<file path="src/rtl/multi_ball_hit_controller.sv">
// Multi-ball hit controller: gathers per-ball hit evidence while a frame is
// scanned, snapshots it at startOfFrame, then resolves one ball per cycle
// (hole > ball-ball > border > none) and publishes the results with a
// one-cycle resultValid pulse.
//
// state   | meaning
// IDLE    | waiting for startOfFrame
// RESOLVE | resolving ball k, one ball per cycle
// DONE    | results presented, resultValid high
module multi_ball_hit_controller #(
  parameter int NUM_BALLS    = 2,
  parameter int NUM_HOLES    = 6,
  parameter int VEL_W        = 11,
  parameter int TOP_OFFSET   = 0,
  parameter int DOWN_OFFSET  = 479,
  parameter int LEFT_OFFSET  = 0,
  parameter int RIGHT_OFFSET = 639,
  parameter int EDGE         = 8
) (
  input  logic                                   clk,
  input  logic                                   resetN,
  input  logic                                   startOfFrame,
  input  logic [10:0]                            pixelX,
  input  logic [10:0]                            pixelY,
  input  logic [NUM_BALLS-1:0]                   ballDR,
  input  logic                                   bordersDR,
  input  logic [NUM_HOLES-1:0]                   holeDR,
  input  logic [NUM_BALLS*VEL_W-1:0]             ballVelX,
  input  logic [NUM_BALLS*VEL_W-1:0]             ballVelY,
  output logic [NUM_BALLS*VEL_W-1:0]             ballVelXOut,
  output logic [NUM_BALLS*VEL_W-1:0]             ballVelYOut,
  output logic [NUM_BALLS-1:0]                   collisionOccurred,
  output logic [NUM_BALLS-1:0]                   holeHit,
  output logic [NUM_BALLS*$clog2(NUM_HOLES)-1:0] holeNum,
  output logic                                   resultValid,
  output logic [7:0]                             overrunCount
);

  localparam int HW = $clog2(NUM_HOLES);
  localparam int KW = (NUM_BALLS > 1) ? $clog2(NUM_BALLS) : 1;
  localparam logic [KW-1:0] LAST = KW'(NUM_BALLS - 1);
  localparam logic signed [VEL_W-1:0] VMAX = {1'b0, {(VEL_W-1){1'b1}}};
  localparam logic signed [VEL_W-1:0] VMIN = {1'b1, {(VEL_W-1){1'b0}}};

  typedef enum logic [1:0] {IDLE, RESOLVE, DONE} state_t;
  state_t state, state_nxt;
  logic [KW-1:0] k;
  logic done_ok;

  // sticky evidence for the frame being scanned (side: 1 = right/bottom)
  logic [NUM_BALLS-1:0] hit_x, side_x, hit_y, side_y, hole_f, bb_f;
  logic [HW-1:0] hole_idx [NUM_BALLS];
  logic [KW-1:0] partner  [NUM_BALLS];
  // snapshot of the previous frame, consumed by the resolver
  logic [NUM_BALLS-1:0] s_hit_x, s_side_x, s_hit_y, s_side_y, s_hole, s_bb;
  logic [HW-1:0] s_hole_idx [NUM_BALLS];
  logic [KW-1:0] s_partner  [NUM_BALLS];
  logic signed [VEL_W-1:0] s_vx [NUM_BALLS];
  logic signed [VEL_W-1:0] s_vy [NUM_BALLS];
  // results being built (w_) and results last published (h_)
  logic signed [VEL_W-1:0] w_vx [NUM_BALLS];
  logic signed [VEL_W-1:0] w_vy [NUM_BALLS];
  logic signed [VEL_W-1:0] h_vx [NUM_BALLS];
  logic signed [VEL_W-1:0] h_vy [NUM_BALLS];
  logic [NUM_BALLS-1:0] w_col, w_hole, h_col, h_hole;
  logic [HW-1:0] w_hn [NUM_BALLS];
  logic [HW-1:0] h_hn [NUM_BALLS];

  logic x_left, x_right, y_top, y_bot, hole_any;
  logic [HW-1:0] hole_low;
  logic [NUM_BALLS-1:0] pair_any;
  logic [KW-1:0] pair_low [NUM_BALLS];

  logic signed [VEL_W-1:0] res_vx, res_vy;
  logic res_col, res_hole, flip_x, flip_y;
  logic [HW-1:0] res_hn;

  function automatic logic signed [VEL_W-1:0] sat_neg(input logic signed [VEL_W-1:0] v);
    return (v == VMIN) ? VMAX : -v;
  endfunction

  assign x_left   = bordersDR && (int'(pixelX) < LEFT_OFFSET + EDGE);
  assign x_right  = bordersDR && (int'(pixelX) > RIGHT_OFFSET - EDGE);
  assign y_top    = bordersDR && (int'(pixelY) < TOP_OFFSET + EDGE);
  assign y_bot    = bordersDR && (int'(pixelY) > DOWN_OFFSET - EDGE);
  assign hole_any = |holeDR;

  // lowest active hole and lowest other ball drawn on this pixel
  always_comb begin
    hole_low = '0;
    for (int h = NUM_HOLES - 1; h >= 0; h--)
      if (holeDR[h]) hole_low = HW'(h);
    for (int i = 0; i < NUM_BALLS; i++) begin
      pair_any[i] = 1'b0;
      pair_low[i] = '0;
      for (int j = NUM_BALLS - 1; j >= 0; j--)
        if (j != i && ballDR[j]) begin
          pair_any[i] = 1'b1;
          pair_low[i] = KW'(j);
        end
    end
  end

  // collect sticky evidence; snapshot and clear it at each frame start
  always_ff @(posedge clk) begin
    if (!resetN) begin
      {hit_x, side_x, hit_y, side_y, hole_f, bb_f} <= '0;
      {s_hit_x, s_side_x, s_hit_y, s_side_y, s_hole, s_bb} <= '0;
      for (int i = 0; i < NUM_BALLS; i++) begin
        hole_idx[i] <= '0; partner[i] <= '0;
        s_hole_idx[i] <= '0; s_partner[i] <= '0;
        s_vx[i] <= '0; s_vy[i] <= '0;
      end
    end else if (startOfFrame) begin
      {s_hit_x, s_side_x, s_hit_y, s_side_y, s_hole, s_bb} <=
        {hit_x, side_x, hit_y, side_y, hole_f, bb_f};
      {hit_x, side_x, hit_y, side_y, hole_f, bb_f} <= '0;
      for (int i = 0; i < NUM_BALLS; i++) begin
        s_hole_idx[i] <= hole_idx[i];
        s_partner[i]  <= partner[i];
        s_vx[i] <= ballVelX[i*VEL_W +: VEL_W];
        s_vy[i] <= ballVelY[i*VEL_W +: VEL_W];
      end
    end else begin
      for (int i = 0; i < NUM_BALLS; i++) begin
        if (ballDR[i]) begin
          if (x_left || x_right) begin hit_x[i] <= 1'b1; side_x[i] <= x_right; end
          if (y_top || y_bot)    begin hit_y[i] <= 1'b1; side_y[i] <= y_bot;   end
          if (hole_any && !hole_f[i]) begin hole_f[i] <= 1'b1; hole_idx[i] <= hole_low; end
          if (pair_any[i] && !bb_f[i]) begin bb_f[i] <= 1'b1; partner[i] <= pair_low[i]; end
        end
      end
    end
  end

  // resolve ball k from the snapshot
  always_comb begin
    res_vx   = s_vx[k];
    res_vy   = s_vy[k];
    res_col  = 1'b0;
    res_hole = 1'b0;
    res_hn   = '0;
    flip_x   = s_hit_x[k] && (s_side_x[k] ? (s_vx[k] > 0) : (s_vx[k] < 0));
    flip_y   = s_hit_y[k] && (s_side_y[k] ? (s_vy[k] > 0) : (s_vy[k] < 0));
    if (s_hole[k]) begin
      res_vx = '0; res_vy = '0; res_hole = 1'b1; res_hn = s_hole_idx[k];
    end else if (s_bb[k]) begin
      res_vx = s_vx[s_partner[k]]; res_vy = s_vy[s_partner[k]]; res_col = 1'b1;
    end else begin
      if (flip_x) res_vx = sat_neg(s_vx[k]);
      if (flip_y) res_vy = sat_neg(s_vy[k]);
      res_col = flip_x | flip_y;
    end
  end

  // state register
  always_ff @(posedge clk) begin
    if (!resetN) state <= IDLE;
    else         state <= state_nxt;
  end

  // next state; a frame start anywhere restarts the resolve
  always_comb begin
    state_nxt = state;
    if (startOfFrame) state_nxt = RESOLVE;
    else begin
      case (state)
        IDLE:    state_nxt = IDLE;
        RESOLVE: if (k == LAST) state_nxt = DONE;
        DONE:    state_nxt = IDLE;
        default: state_nxt = IDLE;
      endcase
    end
  end

  // FSM outputs; an aborting frame start suppresses the DONE pulse
  always_comb begin
    done_ok     = resetN && (state == DONE) && !startOfFrame;
    resultValid = done_ok;
  end

  // ball index, overrun counter, working and published result registers
  always_ff @(posedge clk) begin
    if (!resetN) begin
      k <= '0;
      overrunCount <= '0;
      {w_col, w_hole, h_col, h_hole} <= '0;
      for (int i = 0; i < NUM_BALLS; i++) begin
        w_vx[i] <= '0; w_vy[i] <= '0; w_hn[i] <= '0;
        h_vx[i] <= '0; h_vy[i] <= '0; h_hn[i] <= '0;
      end
    end else begin
      if (startOfFrame) begin
        k <= '0;
        if (state != IDLE && overrunCount != 8'hFF) overrunCount <= overrunCount + 8'd1;
      end else if (state == RESOLVE) begin
        k <= k + 1'b1;
        w_vx[k] <= res_vx; w_vy[k] <= res_vy; w_hn[k] <= res_hn;
        w_col[k] <= res_col; w_hole[k] <= res_hole;
      end
      if (done_ok) begin
        h_col <= w_col; h_hole <= w_hole;
        for (int i = 0; i < NUM_BALLS; i++) begin
          h_vx[i] <= w_vx[i]; h_vy[i] <= w_vy[i]; h_hn[i] <= w_hn[i];
        end
      end
    end
  end

  // present fresh results during the valid cycle, held results otherwise
  always_comb begin
    collisionOccurred = done_ok ? w_col  : h_col;
    holeHit           = done_ok ? w_hole : h_hole;
    for (int i = 0; i < NUM_BALLS; i++) begin
      ballVelXOut[i*VEL_W +: VEL_W] = done_ok ? w_vx[i] : h_vx[i];
      ballVelYOut[i*VEL_W +: VEL_W] = done_ok ? w_vy[i] : h_vy[i];
      holeNum[i*HW +: HW]           = done_ok ? w_hn[i] : h_hn[i];
    end
  end

endmodule

</file>
<file path="config.mk">
export PLATFORM = sky130hd
export DESIGN_NAME = multi_ball_hit_controller
export DESIGN_NICKNAME = d
export VERILOG_FILES = /design/src/rtl/multi_ball_hit_controller.sv
export SDC_FILE = /design/constraint.sdc
export NUM_CORES = 1
export LEC_CHECK = 0
export CAP_MARGIN = 25
export CORE_ASPECT_RATIO = 1.2
export CORE_UTILIZATION = 50
export CTS_CLUSTER_SIZE = 12
export DETAILED_ROUTE_END_ITERATION = 12
export PLACE_DENSITY = 0.81
export SLEW_MARGIN = 30
export SYNTH_ARGS = -nofsm -noshare
export SYNTH_HDL_FRONTEND = slang
export SYNTH_SLANG_ARGS = --single-unit
</file>
<file path="constraint.sdc">
create_clock -name clk -period 6.41 [get_ports clk]
set_input_delay 1.282 -clock clk [delete_from_list [all_inputs] [get_ports clk]]
set_output_delay 1.282 -clock clk [all_outputs]
set_load 0.05 [all_outputs]
</file>
After elaboration in Yosys (flattened, before gate mapping)
Memory sizes are Yosys's and may differ from the RTL's. A register that Yosys moved wholly into a read port is not among the register bits.
Index checks and enable logic that the tools add are counted.
- flip-flop bits (word level): 43
- memory bits (writable): 160
- input bits: 78
- output and inout bits: 63
- logic and storage cells: 233
- memories kept: 12
- memory list (name ; words ; bits a word ; rd ports ; clocked after Yosys merged registers in ; write ports ; RTL line ; RTL):
    h_vx ; 2 ; 11 ; 2 ; 0 ; 2 ; 63 ; logic signed [VEL_W-1:0] h_vx [NUM_BALLS];
    h_vy ; 2 ; 11 ; 2 ; 0 ; 2 ; 64 ; logic signed [VEL_W-1:0] h_vy [NUM_BALLS];
    s_vx ; 2 ; 11 ; 2 ; 1 ; 2 ; 58 ; logic signed [VEL_W-1:0] s_vx [NUM_BALLS];
    s_vy ; 2 ; 11 ; 2 ; 1 ; 2 ; 59 ; logic signed [VEL_W-1:0] s_vy [NUM_BALLS];
    w_vx ; 2 ; 11 ; 2 ; 0 ; 2 ; 61 ; logic signed [VEL_W-1:0] w_vx [NUM_BALLS];
    w_vy ; 2 ; 11 ; 2 ; 0 ; 2 ; 62 ; logic signed [VEL_W-1:0] w_vy [NUM_BALLS];
    +6 memories ; - ; - ; - ; - ; - ; - ;
- add/subtract/negate cells: 4
- order comparisons: 10
- equality and inequality tests: 6
- multiplexer cells: 115
- bitwise gates (word level): 22
- reductions and logical operators: 38
- operators by type and width (operator ; number):
    two-way mux 11 bit ; 22
    two-way mux 1 bit ; 72
    two-way mux 3 bit ; 16
    equality test 11 bit (second input constant) ; 2
    greater-than comparator 11 x 1 -> 1 bit (second input constant) ; 2
    < comparator 11 x 1 -> 1 bit (second input constant) ; 2
    < comparator 11 x 4 -> 1 bit (second input constant) ; 2
    negator 11 bit ; 2
    OR reduction 11 bit ; 2
    AND reduction 2 bit ; 10
    OR 1 bit ; 19
    logical AND 1 bit ; 14
    greater-than comparator 11 x 10 -> 1 bit (second input constant) ; 1
    greater-than comparator 11 x 9 -> 1 bit (second input constant) ; 1
    adder 8 x 1 -> 8 bit (second input constant) ; 1
    inequality test 8 bit (second input constant) ; 1
    OR reduction 3 bit ; 2
    OR reduction 6 bit ; 1
    logical NOT 1 bit ; 5
    bitwise mux 2 bit ; 2
    two-way mux 2 bit ; 2
    inequality test 3 bit (second input constant) ; 1
    NOT 1 bit ; 3
    equality test 2 x 1 -> 1 bit (second input constant) ; 1
    8 further kinds ; 9

Longest topological paths before layout
- depth after elaboration: 8
- gate-level depth with buffers: 13
- mapped depth without buffers: 8

Worst setup path before layout
OpenSTA, ideal clock, no wires.
- kind: input port to output port
- start point: in startOfFrame
- end point: out ballVelYOut[18]
- data arrival time: 3.160 ns
- setup slack: 1.968 ns
- cell stages on the path: 8
- path buffers: 3
- cell sequence: clkbuf_1 -> nor2b_1 -> buf_2 -> nand3b_1 -> clkinv_1 -> clkbuf_1 -> and2_1 -> a21o_1
- word-level cells in the longest chain between the ends: 3
- ends and longest elaborated chain (element ; RTL line ; RTL):
    start, declared ; 22 ; input logic startOfFrame,
    logical NOT 1 bit ; 178 ; done_ok = resetN && (state == DONE) && !startOfFrame;
    logical AND 1 bit ; 178 ;
    via resultValid ; 35 ; output logic resultValid,
    two-way mux 11 bit ; 216 ; ballVelYOut[i*VEL_W +: VEL_W] = done_ok ? w_vy[i] : h_vy[i];
    end, declared ; 31 ; output logic [NUM_BALLS*VEL_W-1:0] ballVelYOut,
The timed path passes the listed nets, and every way through them passes these cells.

Final worst setup path
- start point: in resetN
- end point: out ballVelYOut[4]
- word-level cells in the longest chain between the ends: 3
- ends and longest elaborated chain (element ; RTL line ; RTL):
    start, declared ; 21 ; input logic resetN,
    logical AND 1 bit (2 in series) ; 178 ;
    two-way mux 11 bit ; 216 ;
Every way passes these cells.

==> summary.txt <==
Routing
  – Routed via count: 7,378
  – 1st-iter DRT viols: ~550
  – Routed WL per cell: ~18 um
  – Antenna-violating nets left: 0
  – DRT Pass-1 Iters: 6
  – Post-detailed-route DRC marker count: 0
  – WL final: between 20,000 and 25,000 um
  – Vias per cell: 5.702

GRT
  – Global-route wire length before repair: 36,440 um
  – Initial antenna violation count: 0
  – Gr ovfl total: 0
  – Largest net degree at the start of global routing: 83
  – Total track usage: 22.10%
  – Vias in the first global route: 6,829

Placed design
  – Cells after DPL: roughly 1,300
  – Gpl congestion: 0.9266
  – Hpwl dp: around 16,000 um
  – Port Buffers: 134

Synthesis
  – Synth Area per Inst: 11.03 um2
  – Yosys cell types: 78
  – Post-synthesis simple-gate area fraction: 21.50%
  – Dominant synthesized flop cell: edfxtp_1
  – Part of the Yosys area used for sequential elements: 56.23%
  – Post-synthesis compound-gate area fraction: 12.91%
  – Ys async rst share: 0%
  – Yosys reg bits: ~200
  – Synth Instances: 907
  – EDFF count, synth: 158
  – Synth Area in Adders: less than 1%
  – Syn Nets: just under 1,000
  – Largest family of logic cells by synthesized area: simple AND/OR/NAND/NOR gates
  – Synth warn: 0
  – Mux share of post-synthesis cell area: 5.315%
  – Post-Synth XOR/XNOR Area: 0.8754%
  – Cell area after synthesis: 10,000 um2

Power
  – Tot Pwr: 2978 uW
  – PD cells: 248.3 nW/um2
  – Static leakage: roughly 0.0048 uW
  – Maximum VDD drop: 0.0001714 V

Clock network
  – Worst-path clk slew: 0.06 ns
  – Number of clock sinks: 202
  – Root buf cell: clkbuf_16
  – Setup Buffers After CTS: 0
  – H-tree Lvls: 1
  – Buffer depth of the longest clock path: 3
  – Hold Buf Count CTS: 0
  – TritonCTS clock tree: yes
  – Post-CTS resize count: 0
  – CTS buffer count: 21
  – Worst-Skew Late Latency: ~0.5 ns

Cells and area
  – Commonest non-fill, non-tap cell in the layout: edfxtp_1
  – Synth-to-Final Area Change: 19.88%
  – Final std cells w/o fill: 1,294
  – Antenna Cells: 0
  – Commonest non-fill, non-tap cells in the layout: 158 x edfxtp_1, 94 x nand2_1, 77 x clkdlybuf4s50_1
  – Share of post-route cells with drive strength above 1: 13.36%
  – Final nets: between 1,000 and 1,500
  – Layout fillers: between 1,500 and 2,000

Floorplanning
  – Top Ports: 141
  – Die W: between 100 and 150 um
  – Row cnt: 56
  – Die Y: 157.0 um
  – Initial core utilization: 51.18%
  – Core area: about 20,000 um2
  – DIE AREA: between 20,000 and 25,000 um2

Critical path
  – CP Class: in -> out
  – Arrival @ worst endpoint: ~3.7 ns
  – Data required, critical path: 5.13 ns
  – Crit-path max FO: 56
  – Startpoint types: input port
  – CP endpoint kind: output pin

STA
  – Max-slew headroom: 39.49%
  – Setup Skew: about 0.013 ns
  – RSZ-0062 raised after global routing: false
  – Period utilization: 77.87%
  – Endpoints failing hold: 0
  – Min cycle time layout: ~5 ns
  – Final Max Tran Viols: 0
  – Max Clk Rate: 200.4 MHz
  – Setup-failing EPs final: 0
  – Slew @ Worst Pin: about 0.9 ns
  – Post-route setup TNS: 0 ns

Worst hold path
  – Worst Hold Class: reg -> reg

Job
  – Max-cap violations: 0

Outcome
  – Status: complete, no violations
==> area by class of cell <==
type | count | area [um2] | area share [%]
repair buffers | 143 | 1261 | 10.52
multi-input cells | 640 | 4110 | 34.27
clock buffers | 30 | 569.3 | 4.747
well taps | 261 | 326.6 | 2.723
inverters | 14 | 53.80 | 0.4486
clock inverters | 4 | 46.29 | 0.3860
flip-flops and latches | 202 | 5627 | 46.91
==> synth_stat cells, types with 6 or more instances <==
master / n / area [um2]
edfxtp_1: 158 / 4745
nand2_1: 95 / 356.6
and2_1: 61 / 381.6
and3_1: 55 / 344.1
a21o_1: 51 / 382.9
nor3_1: 50 / 250.2
nor2_1: 47 / 176.4
dfxtp_1: 44 / 880.8
clkbuf_1: 38 / 142.6
mux2i_1: 30 / 300.3
a21oi_1: 25 / 125.1
o21ai_0: 24 / 120.1
nand3_1: 21 / 105.1
mux2_2: 16 / 180.2
nor2b_1: 15 / 93.84
inv_1: 13 / 48.80
a211oi_1: 12 / 90.09
nor4_1: 10 / 62.56
buf_2: 8 / 40.04
o211ai_1: 7 / 52.55
a21boi_0: 6 / 45.04
o31ai_1: 6 / 45.04
xnor2_1: 6 / 52.55
==> power by group <==
group	internal (uW)	switching (uW)	leakage, uW
clock network	653	466	0.000297
logic	136	205	0.00252
registers	1480	40.5	0.00202
==> stage by stage <==
stage          instance area, um2  hold WS [ns]  util [%]  setup WS, ns
2_1_floorplan               10000        0.4249         -         1.968
3_3_place_gp                11370        0.4367     58.17        0.8453
3_5_place_dp                11380        0.4414     58.21         1.382
4_1_cts                     11990        0.4515     61.35         1.386
5_1_grt                     11990        0.4802     61.35         1.168
6_report                    11990        0.4518     61.35         1.419
==> final timing paths <==
kind,start,endpoint,slack [ns],cells past startpoint
min reg2reg,hit_x[0],hit_x[0],0.45,2
min,hit_x[0],hit_x[0],0.45,2
max reg2reg,register,w_vy[1][3],2.69,8
max,resetN,ballVelYOut[4],1.42,8
==> sequential cells by signal, summed over array words and instances (netlist names), 6 cells and up, named ones only <==
name	flops
s_hole_idx	6
w_vx	22
hole_idx	6
s_vx	22
w_hn	6
h_hn	6
h_vy	22
s_vy	22
w_vy	22
overrunCount	8
h_vx	22
==> logic make-up (layout without fill, tap and decap cells) <==
family	Yosys count	after routing
adders and majority gates	3	3
and+or+nand+nor	400	400
DFF	202	202
AOI/OAI and AO/OA	178	178
muxes	49	49
buffers and inverters	65	191
xor gates and xnor gates	10	10
==> routing by layer <==
layer	wire length [um]	vias up	track usage, %
met5	0	-	0
met4	479	0	6.723
met3	1221	38	2.738
met2	10470	231	35.92
met1	10520	3496	31.05
li1	-	3613	-
==> critical path: stages <==
cell,delay (ns)
buf_2,0.11
nor2b_1,0.26
nand3b_1,0.14
buf_4,0.49
clkinv_2,0.63
and2_1,0.39
a21o_1,0.19
buf_4,0.20
(Power assumes the default switching activity.)
